===== config.mk =====
export PLATFORM = sky130hd
export DESIGN_NAME = falling_expr_core
export DESIGN_NICKNAME = d
export VERILOG_FILES = /design/src/rtl/falling_expr_pkg.sv /design/src/rtl/falling_expr_lane.sv /design/src/rtl/falling_expr_core.sv
export SDC_FILE = /design/constraint.sdc
export NUM_CORES = 1
export LEC_CHECK = 0
export ABC_AREA = 1
export BUFFER_PORTS_ARGS = -buffer_cell sky130_fd_sc_hd__buf_2
export CELL_PAD_IN_SITES_DETAIL_PLACEMENT = 1
export CELL_PAD_IN_SITES_GLOBAL_PLACEMENT = 1
export CORE_AREA = 2 2 179 129
export DETAILED_ROUTE_END_ITERATION = 10
export DIE_AREA = 0 0 181 131
export PLACE_DENSITY_LB_ADDON = 0.2
export SYNTH_ARGS = -nofsm -noshare
export SYNTH_HDL_FRONTEND = slang
export SYNTH_SLANG_ARGS = --single-unit

===== constraint.sdc =====
create_clock -name clk -period 6 [get_ports clk]
set_clock_uncertainty 0.15 [all_clocks]
set_input_delay 1.2 -clock clk [delete_from_list [all_inputs] [get_ports clk]]
set_output_delay 1.2 -clock clk [all_outputs]
set_load 0.005 [all_outputs]

===== src/rtl/falling_expr_pkg.sv =====
// Shared types and helpers for the falling-expression game core.
// Expression and answer widths, op codes, FSM state type, insertion-time evaluator.
// Expression format: {a[3:0], op[3:0], b[3:0]}; a zero word marks an empty slot.
package falling_expr_pkg;

    localparam int EXP_W = 12;
    localparam int ANS_W = 8;

    localparam logic [3:0] OP_ADD = 4'hA;
    localparam logic [3:0] OP_SUB = 4'hB;
    localparam logic [3:0] OP_MUL = 4'hC;
    localparam logic [3:0] OP_DIV = 4'hD;

    typedef enum logic [0:0] {
        RUN  = 1'b0,
        OVER = 1'b1
    } state_e;

    typedef struct packed {
        logic             vld;
        logic [ANS_W-1:0] ans;
    } eval_t;

    // Answer modulo 256; vld=0 for an op code that is not an operator.
    function automatic eval_t eval_expr(input logic [EXP_W-1:0] exp);
        logic [3:0] a;
        logic [3:0] op;
        logic [3:0] b;
        eval_t      res;
        a       = exp[11:8];
        op      = exp[7:4];
        b       = exp[3:0];
        res.vld = 1'b1;
        res.ans = '0;
        case (op)
            OP_ADD:  res.ans = {4'h0, a} + {4'h0, b};
            OP_SUB:  res.ans = {4'h0, a} - {4'h0, b};
            OP_MUL:  res.ans = {4'h0, a} * {4'h0, b};
            OP_DIV:  res.ans = (b == 4'h0) ? 8'hFF : {4'h0, a / b};
            default: res.vld = 1'b0;
        endcase
        return res;
    endfunction

endpackage


===== src/rtl/falling_expr_lane.sv =====
// One lane of the grid: DEPTH expression/answer registers, lowest-slot match, shift and insert.
// Latency: state updates on the next clk edge; match_o and bot_occ_o are combinational.
// No backpressure: adv_i and chk_i are acted on whenever asserted.
// Ports: adv_i shifts the lane down one row, inserting ins_exp_i/ins_ans_i at row 0 when ins_i;
// chk_i compares ans_i with the lowest occupied slot and clears it on match (match_o);
// bot_occ_o flags the bottom row still occupied after that clearing; slot_o is row r at [r*EXP_W +: EXP_W].
module falling_expr_lane
    import falling_expr_pkg::*;
#(
    parameter int DEPTH = 2
) (
    input  logic                   clk,
    input  logic                   rst,
    input  logic                   adv_i,
    input  logic                   chk_i,
    input  logic [ANS_W-1:0]       ans_i,
    input  logic                   ins_i,
    input  logic [EXP_W-1:0]       ins_exp_i,
    input  logic [ANS_W-1:0]       ins_ans_i,
    output logic                   match_o,
    output logic                   bot_occ_o,
    output logic [DEPTH*EXP_W-1:0] slot_o
);

    logic [EXP_W-1:0] exp_q [DEPTH];
    logic [EXP_W-1:0] exp_c [DEPTH];
    logic [EXP_W-1:0] exp_d [DEPTH];
    logic [ANS_W-1:0] ans_q [DEPTH];
    logic [ANS_W-1:0] ans_c [DEPTH];
    logic [ANS_W-1:0] ans_d [DEPTH];
    logic             found;

    always_comb begin
        exp_c   = exp_q;
        ans_c   = ans_q;
        match_o = 1'b0;
        found   = 1'b0;
        // Scan bottom-up; only the first occupied slot is a candidate for the answer.
        for (int r = DEPTH - 1; r >= 0; r--) begin
            if (!found && exp_q[r] != '0) begin
                found = 1'b1;
                if (chk_i && ans_q[r] == ans_i) begin
                    match_o  = 1'b1;
                    exp_c[r] = '0;
                    ans_c[r] = '0;
                end
            end
        end
        // Evaluated after clearing so a slot answered on the tick cycle is never an overflow.
        bot_occ_o = (exp_c[DEPTH-1] != '0);
        exp_d     = exp_c;
        ans_d     = ans_c;
        if (adv_i) begin
            for (int r = DEPTH - 1; r > 0; r--) begin
                exp_d[r] = exp_c[r-1];
                ans_d[r] = ans_c[r-1];
            end
            exp_d[0] = ins_i ? ins_exp_i : '0;
            ans_d[0] = ins_i ? ins_ans_i : '0;
        end
    end

    always_ff @(posedge clk) begin
        if (rst) begin
            for (int r = 0; r < DEPTH; r++) begin
                exp_q[r] <= '0;
                ans_q[r] <= '0;
            end
        end else begin
            exp_q <= exp_d;
            ans_q <= ans_d;
        end
    end

    always_comb begin
        slot_o = '0;
        for (int r = 0; r < DEPTH; r++) begin
            slot_o[r*EXP_W +: EXP_W] = exp_q[r];
        end
    end

endmodule


===== src/rtl/falling_expr_core.sv =====
// Falling arithmetic-expression game core: LANES x DEPTH grid, answer matching, score/life/combo.
// Latency: all outputs registered, 1 cycle after tick/ans_valid; game_over 1 cycle after life hits 0.
// No backpressure: tick and ans_valid accepted every cycle in RUN, ignored in OVER.
// Ports: tick/new_exp/new_lane insert and advance; ans_valid/ans_in answer attempts;
// slot_exp grid (slot (l,r) at [(l*DEPTH+r)*12 +: 12]); score, life, combo, hit, game_over.
// Option MISS_PENALTY_EN: an answer attempt with no hit clears combo.
module falling_expr_core
    import falling_expr_pkg::*;
#(
    parameter int LANES     = 3,
    parameter int DEPTH     = 2,
    parameter int SCORE_W   = 7,
    parameter int LIFE_INIT = 3,
    parameter int LIFE_MAX  = 5,
    parameter int COMBO_MAX = 15,
    localparam int LW       = (LANES > 1) ? $clog2(LANES) : 1
) (
    input  logic                         clk,
    input  logic                         rst,
    input  logic                         tick,
    input  logic [EXP_W-1:0]             new_exp,
    input  logic [LW-1:0]                new_lane,
    input  logic                         ans_valid,
    input  logic [ANS_W-1:0]             ans_in,
    output logic [LANES*DEPTH*EXP_W-1:0] slot_exp,
    output logic [SCORE_W-1:0]           score,
    output logic [2:0]                   life,
    output logic [3:0]                   combo,
    output logic                         hit,
    output logic                         game_over
);

    state_e             state_q, state_d;
    logic [SCORE_W-1:0] score_q, score_d;
    logic [2:0]         life_q, life_d;
    logic [3:0]         combo_q, combo_d;
    logic               hit_q, hit_d;

    logic               run, adv, chk;
    logic               any_hit, loss, bonus;
    logic [LANES-1:0]   match, bot_occ;
    eval_t              new_eval;
    logic               lane_ok;

    assign run      = (state_q == RUN);
    assign adv      = tick & run;
    assign chk      = ans_valid & run;
    assign new_eval = eval_expr(new_exp);
    assign lane_ok  = (int'(new_lane) < LANES);

    for (genvar l = 0; l < LANES; l++) begin : g_lane
        falling_expr_lane #(
            .DEPTH(DEPTH)
        ) u_lane (
            .clk       (clk),
            .rst       (rst),
            .adv_i     (adv),
            .chk_i     (chk),
            .ans_i     (ans_in),
            .ins_i     (adv && new_eval.vld && lane_ok && (new_lane == LW'(l))),
            .ins_exp_i (new_exp),
            .ins_ans_i (new_eval.ans),
            .match_o   (match[l]),
            .bot_occ_o (bot_occ[l]),
            .slot_o    (slot_exp[l*DEPTH*EXP_W +: DEPTH*EXP_W])
        );
    end

    always_comb begin
        any_hit = |match;
        loss    = adv && (|bot_occ);
        bonus   = any_hit && (combo_q == 4'(COMBO_MAX));

        // One point per matching lane, saturating.
        score_d = score_q;
        for (int l = 0; l < LANES; l++) begin
            if (match[l] && score_d != '1) begin
                score_d = score_d + 1'b1;
            end
        end

        // Bonus and overflow on the same cycle cancel, even at LIFE_MAX.
        life_d = life_q;
        if (bonus && loss) begin
            life_d = life_q;
        end else if (bonus) begin
            if (life_q < 3'(LIFE_MAX)) begin
                life_d = life_q + 3'd1;
            end
        end else if (loss && life_q != 3'd0) begin
            life_d = life_q - 3'd1;
        end

        combo_d = combo_q;
        if (any_hit) begin
            combo_d = bonus ? 4'd0 : combo_q + 4'd1;
        end
`ifdef MISS_PENALTY_EN
        else if (chk) begin
            combo_d = 4'd0;
        end
`else
`endif
        if (loss) begin
            combo_d = 4'd0;
        end

        hit_d   = run ? any_hit : hit_q;
        state_d = (run && life_q == 3'd0) ? OVER : state_q;
    end

    always_ff @(posedge clk) begin
        if (rst) begin
            state_q <= RUN;
            score_q <= '0;
            life_q  <= 3'(LIFE_INIT);
            combo_q <= 4'd0;
            hit_q   <= 1'b0;
        end else begin
            state_q <= state_d;
            score_q <= score_d;
            life_q  <= life_d;
            combo_q <= combo_d;
            hit_q   <= hit_d;
        end
    end

    assign score     = score_q;
    assign life      = life_q;
    assign combo     = combo_q;
    assign hit       = hit_q;
    assign game_over = (state_q == OVER);

endmodule


==> results by group, run 1 <==
Floorplan
  – Die Area: 23700 sq um
  – Die X: 181 microns
  – Core area: between 20000 and 25000 sq um
  – Rows: 46
  – I/O pin count: 114
  – Starting Density: around 40%
  – Die Y: ~130 microns

Hold path
  – Worst hold path class: reg2reg

Synth
  – Cells after synthesis: around 1400
  – Seq cells post-synth: roughly 140
  – Synth top area cells: dfxtp_1 (31%), nand2_1 (16%), a21oi_1 (8.2%)
  – Synthesis warning total: 0
  – Synthesized Nets: 1466
  – Share of Yosys cell area claimed by the top area cell type: a little under a third
  – Post-synth top area cell: dfxtp_1
  – Synth unique cells: 47
  – Register area share after synthesis: between 30% and 40%
  – Syn avg cell area: ~6.3 sq um
  – Mapped cell area: 8860 sq um

Timing
  – Slew headroom: a little under 30%
  – Slew @ Worst Pin: 1.06 ns
  – Final TNS setup: 0 ns
  – Unrepaired setup endpoints after global routing: false
  – Fin Hold WS: approximately 0.33 ns
  – Final Cycle Share: between 80% and 90%
  – Period minus WS final: 5.23 ns
  – Final Setup Violations: 0
  – Final Max Slew Viols: 0
  – Final Hold Fails: 0
  – Max Freq: about 0.19 GHz

Worst setup path
  – Crit Path Class: in2reg
  – Max FO, Critical Path: 10
  – CP required: between 6 and 7 ns
  – Worst path arrival time: 5.38 ns
  – CP Capture Type: flop
  – Flop2flop setup slack: between 1.5 and 2 ns
  – CP Launch Type: input pin

Cells and area
  – Fillers: around 3000
  – Layout cells sized above 1: about 13%
  – P&R area growth vs syn: 15.4%
  – Post-route cell area: 10200 sq um
  – Antenna Cells: 0
  – Layout Nets: ~1600
  – Final Non-Filler Cells: between 1500 and 2000

GRT
  – Overflow after GRT: 0
  – Initial antenna violation count: 0
  – GRT Overall Usage: approximately 28%
  – Global-route wire length before repair: approximately 53 mm
  – Vias in the first global route: approximately 9600
  – Pin count of the biggest net entering global routing: between 60 and 70

CTS
  – Clk Latency, worst-skew pair: 0.44 ns
  – Clk root buf: clkbuf_16
  – Clock-pin slew on the worst setup and hold paths: about 0.070 ns
  – Cts repair resizes: 0
  – Sink Count: between 100 and 150
  – Clock Path Buffers: 2
  – CTS tree: yes
  – Post-CTS Setup Bufs: 0
  – Hold_buf cts: 0
  – H-tree Lvls: 4
  – Cts bufs inserted: 17

Detailed routing
  – First-pass iteration count of the detailed router: 5
  – First DRT Iteration DRCs: between 700 and 800
  – Vias per inst: 5.44
  – WL/cell: 18.5 microns
  – # DRC: 0
  – Antenna viol nets, final: 0
  – Via count: a little under 10000
  – Routed WL: roughly 33 mm

Power
  – Pwr dens: 227 nW/um^2
  – LEAKAGE: roughly 4.5 nW
  – Peak supply drop: 0.000178 V

Placement
  – Final GP Congestion: 0.862
  – Port bufs: 113
  – Post-DP HPWL: 24.6 mm
  – Placed Cells: 1749
  – Placed cell areas: roughly 9600 sq um

Flow run
  – Max-Cap Viols: 0

Run status
  – Status: completed
## area by class of cell
| type | count | area, sq um | area share, % |
|---|---|---|---|
| flip-flops and latches | 136 | 2720 | 26.6 |
| well taps | 288 | 360 | 3.52 |
| clock buffers | 17 | 425 | 4.16 |
| repair buffers | 120 | 621 | 6.07 |
| inverters | 172 | 646 | 6.31 |
| multi-input cells | 1033 | 5290 | 51.7 |
| clock inverters | 15 | 166 | 1.63 |
## flip-flops by register name (all words and copies together), names as in the netlist
signal / flops
g_lane.u_lane.slot_o: 72
combo: 4
game_over: 1
hit: 1
life: 3
score: 7
g_lane.u_lane.ans_q: 48
## metal layers
layer | part of all wire (%) | track usage (%) | vias to the layer above
li1 | - | - | 4692
met1 | 50 | 41.5 | 4689
met2 | 43 | 44.3 | 295
met3 | 6.6 | 4.99 | 18
met4 | 0.57 | 4.59 | 0
met5 | 0 | 0 | -
## power by group
group	internal (mW)	switching [mW]	total, mW	leakage (nW)
Combinational	0.0935	0.226	0.319	3.09
Clock	0.619	0.456	1.07	0.281
Sequential	0.913	0.0115	0.925	1.10
## critical path, cell delays in order
cell	delay (ns)
buf_2	0.22
inv_1	0.14
ha_1	0.23
a21oi_1	0.15
a21oi_1	0.09
ha_1	0.32
o21ai_0	0.12
a21oi_1	0.22
inv_1	0.11
o21ai_0	0.24
ha_1	0.32
a21oi_1	0.16
nand2_1	0.10
nand2_1	0.07
a21oi_1	0.07
inv_1	0.16
nand2_1	0.08
o21ai_0	0.09
ha_1	0.26
o21a_1	0.11
o21a_1	0.17
o21a_1	0.17
o31ai_1	0.20
o221ai_1	0.20
nand2_1	0.10
a21oi_1	0.07
## kinds of logic after synthesis
group / count (synthesis) / share of synthesized area [%]
DFF: 136 / 30.7
buffers and inverters: 227 / 9.91
AOI/OAI and AO/OA: 208 / 12.8
adders and majority gates: 44 / 6.80
xor gates and xnor gates: 23 / 2.27
and+or+nand+nor: 758 / 37.5
## synthesized netlist by cell type, drive strengths merged
library cell / count
o311ai: 2
o2111ai: 2
nand3: 136
a21oi: 145
nand3b: 5
and2: 1
ha: 37
a31oi: 1
a21o: 1
xor2: 9
o41ai: 4
o21ba: 1
clkbuf: 43
nor3: 17
nor2: 167
o221ai: 1
o31ai: 2
inv: 170
a41oi: 2
a211oi: 3
o21a: 3
a2111oi: 1
fa: 7
o211ai: 1
clkinv: 2
xnor2: 14
dfxtp: 136
nor4: 16
buf: 12
a32oi: 1
o21ai: 36
nand4: 26
or2: 11
nand2: 376
o21bai: 2
nor3b: 3
## stage by stage
stage	power [mW]	setup slack [ns]	utilization, %
4_1_cts	2.33	0.798	46.3
2_1_floorplan	1.15	1.10	-
3_5_place_dp	1.26	0.388	43.6
5_1_grt	2.40	0.292	46.3
6_report	2.32	0.766	46.3
3_3_place_gp	1.25	0.645	43.6
## final timing paths
kind	end	startpoint	depth (start not counted)
setup / recovery	g_lane[1].u_lane.ans_q[8]	new_exp[0]	26
setup reg to reg	score[5]	game_over	25
hold / removal	g_lane[0].u_lane.slot_o[13]	g_lane[0].u_lane.slot_o[13]	2
hold reg to reg	g_lane[0].u_lane.slot_o[13]	g_lane[0].u_lane.slot_o[13]	2
## cell usage in the layout, fill, tap and decap left out, types with 3 or more instances in the layout
| cell type | count |
|---|---|
| nand2_1 | 365 |
| inv_1 | 162 |
| nor2_1 | 159 |
| a21oi_1 | 144 |
| dfxtp_1 | 136 |
| nand3_1 | 132 |
| buf_2 | 112 |
| ha_1 | 37 |
| o21ai_0 | 33 |
| nand4_1 | 26 |
| clkbuf_16 | 17 |
| nor4_1 | 16 |
| nor3_1 | 15 |
| xnor2_1 | 14 |
| or2_2 | 11 |
| xor2_1 | 9 |
| inv_2 | 8 |
| nand2_2 | 8 |
| buf_4 | 8 |
| fa_1 | 7 |
| nand3b_1 | 5 |
| inv_6 | 5 |
| nor2_4 | 4 |
| nor2_2 | 4 |
| o41ai_1 | 4 |
| clkinv_4 | 4 |
| nand3_4 | 3 |
| nand2_4 | 3 |
| a211oi_1 | 3 |
| nor3b_1 | 3 |
| o21ai_2 | 3 |
| o21a_1 | 3 |
| clkinvlp_4 | 3 |
No activity file was read; power rests on OpenSTA's default activity.
==> run 2, diff against run 1 <==
- CORE_AREA: 2 2 179 129 -> 2 2 188 135
- DIE_AREA: 0 0 181 131 -> 0 0 190 137
- clock period: 6 -> 4.7 ns (I/O delays scaled with it)
==> run 2 against run 1 <==
Net effect:
- final area up 3.3%
- non-clock buffer count up 40
- wire length up 3.2%
- setup slack worse by 0.57 ns
- hold slack about the same
- clock-buffer cell count up 5
- largest cell class unchanged
- largest power group unchanged
==> results by group, run 2 (synthesized netlist as in run 1, its figures left out) <==
Worst setup path
  – Worst path arrival time: approximately 4.6 ns
  – Worst Setup SP: new_exp[0]
  – Stages on the worst setup path: 27
  – CP Launch Type: input pin
  – Cells on worst reg2reg path: 24
  – Crit path largest cell delay: about 0.33 ns
  – CP required: between 4 and 5 ns
  – Setup crit end: g_lane[1].u_lane.ans_q[8]
  – Family with the most delay on the worst path: compound AO/OA/AOI/OAI gates
  – Max FO, Critical Path: 5
  – CP Capture Type: flop
  – R2R Path End: score[2]
  – Critical R2R Launch: g_lane[0].u_lane.slot_o[19]
  – CP max stage cell: ha_1
  – CP dominant cell by count: nand2_1
  – Crit Path Class: in2reg
  – Flop2flop setup slack: around 0.87 ns
  – Buf/Inv on CP: 5

Timing
  – Period minus WS final: approximately 4.5 ns
  – Final Hold Fails: 0
  – Max Freq: roughly 0.22 GHz
  – Final Max Slew Viols: 0
  – Slew headroom: ~29%
  – Worst setup margin: between 0.15 and 0.2 ns
  – Final Cycle Share: a little over nine tenths
  – Slew @ Worst Pin: 1.06 ns
  – Final Setup Violations: 0

Cells and area
  – Layout cells sized above 1: between 10% and 20%
  – Max FFs per register: 72
  – Post-route cell area: 10600 sq um
  – Layout Nets: around 1600
  – P&R area growth vs syn: 19.3%
  – Antenna Cells: 0
  – Most frequent cells in the layout: nand2_1 (365), inv_1 (161), nor2_1 (158)
  – Commonest non-fill, non-tap cell in the layout: nand2_1

GRT
  – Overflow after GRT: 0
  – Pin count of the biggest net entering global routing: a little under 100
  – Initial antenna violation count: 0
  – Vias in the first global route: approximately 9700
  – Global-route wire length before repair: around 54 mm
  – GRT Overall Usage: between 20% and 30%

Power
  – LEAKAGE: 4.65 nW
  – Pwr dens: between 200 and 300 nW/um^2
  – Peak supply drop: roughly 0.00028 V

Run status
  – Status: completed

Flow run
  – Max-Cap Viols: 0

Detailed routing
  – # DRC: 0
  – Routed WL: between 30 and 40 mm
  – First-pass iteration count of the detailed router: 5
  – Via count: roughly 9800
  – Antenna viol nets, final: 0
  – Vias per inst: 5.26
  – WL/cell: ~18 microns
  – First DRT Iteration DRCs: ~700

CTS
  – Sink Count: 136
  – Clk root buf: clkbuf_16
  – Clk Latency, worst-skew pair: roughly 0.44 ns
  – Hold_buf cts: 0
  – CTS tree: yes
  – H-tree Lvls: 4
  – Clock-pin slew on the worst setup and hold paths: around 0.060 ns
  – Cts bufs inserted: 17
  – Clock Path Buffers: 2

Hold path
  – Worst hold path class: reg2reg

Floorplan
  – Starting Density: about 37%
  – Core area: between 20000 and 25000 sq um
  – Die X: approximately 190 microns
  – Die Y: 137 microns
  – Die Area: between 20000 and 30000 sq um
  – I/O pin count: roughly 110
  – Rows: 48

Placement
  – Place WS: -0.555 ns
  – Post-DP HPWL: around 26 mm
  – Placed cell areas: roughly 10000 sq um
  – Port bufs: ~110
  – Final GP Congestion: 0.879
-- run 2: how the worst min path moves through the flow --
stage / cells after the start / end / startpoint / slack (ns)
finish: 2 / g_lane[2].u_lane.ans_q[2] / g_lane[2].u_lane.ans_q[2] / 0.33
global placement: 2 / g_lane[2].u_lane.ans_q[2] / g_lane[2].u_lane.ans_q[2] / 0.32
floorplan: 2 / g_lane[2].u_lane.ans_q[0] / g_lane[2].u_lane.ans_q[0] / 0.30
detailed placement: 2 / g_lane[2].u_lane.ans_q[5] / g_lane[2].u_lane.ans_q[5] / 0.32
CTS: 2 / g_lane[2].u_lane.ans_q[2] / g_lane[2].u_lane.ans_q[2] / 0.33
global route: 2 / g_lane[0].u_lane.slot_o[16] / g_lane[0].u_lane.slot_o[16] / 0.35
-- run 2: timing repair --
| item | CTS | global route |
|---|---|---|
| endpoints found under the setup margin | 3 | 3 |
| pin swaps | 0 | 1 |
| buffers inserted | 0 | 1 |
| resized for setup | 2 | 13 |
-- run 2: cell type report --
cell class | count | area, sq um
Clock buffer | 22 | 474
Timing Repair Buffer | 160 | 921
Inverter | 172 | 646
Sequential cell | 136 | 2720
Clock inverter | 9 | 75.1
Multi-Input combinational cell | 1033 | 5330
Tap cell | 325 | 407
Fill cell | 3272 | 13600
-- run 2: metal layers --
layer	global-route usage (%)	share of wire [%]	vias to the layer above	wire, microns
met1	39.6	51	4737	17500
met3	5.21	5.7	36	1960
met4	7.41	1.8	0	614
met5	0	0	-	0
met2	39.5	41	228	14000
li1	-	-	4768	-
-- run 2: worst min-delay path, cell delays in order, from the launching register on --
cell,delay (ns)
dfxtp_1,0.32
nand2_1,0.06
a21oi_1,0.05
-- run 2: per-stage QoR --
stage / utilization, % / power (mW) / TNS (ns) / hold slack [ns] / instances
after global routing: 43.7 / 3.06 / -0.0316 / 0.355 / 1857
after detailed placement: 41.2 / 1.64 / -1.63 / 0.322 / 1825
after floorplan: - / 1.46 / 0 / 0.299 / 1396
final: 43.7 / 2.94 / 0 / 0.326 / 1857
after CTS: 43.5 / 2.95 / 0 / 0.331 / 1856
after global placement: 41.2 / 1.63 / -0.784 / 0.315 / 1825
-- run 2: power breakdown --
part	switching (mW)	leakage (nW)	internal (mW)
Clock	0.545	0.271	0.760
Sequential	0.0134	1.10	1.17
Combinational	0.310	3.28	0.146
Total	0.868	4.65	2.07
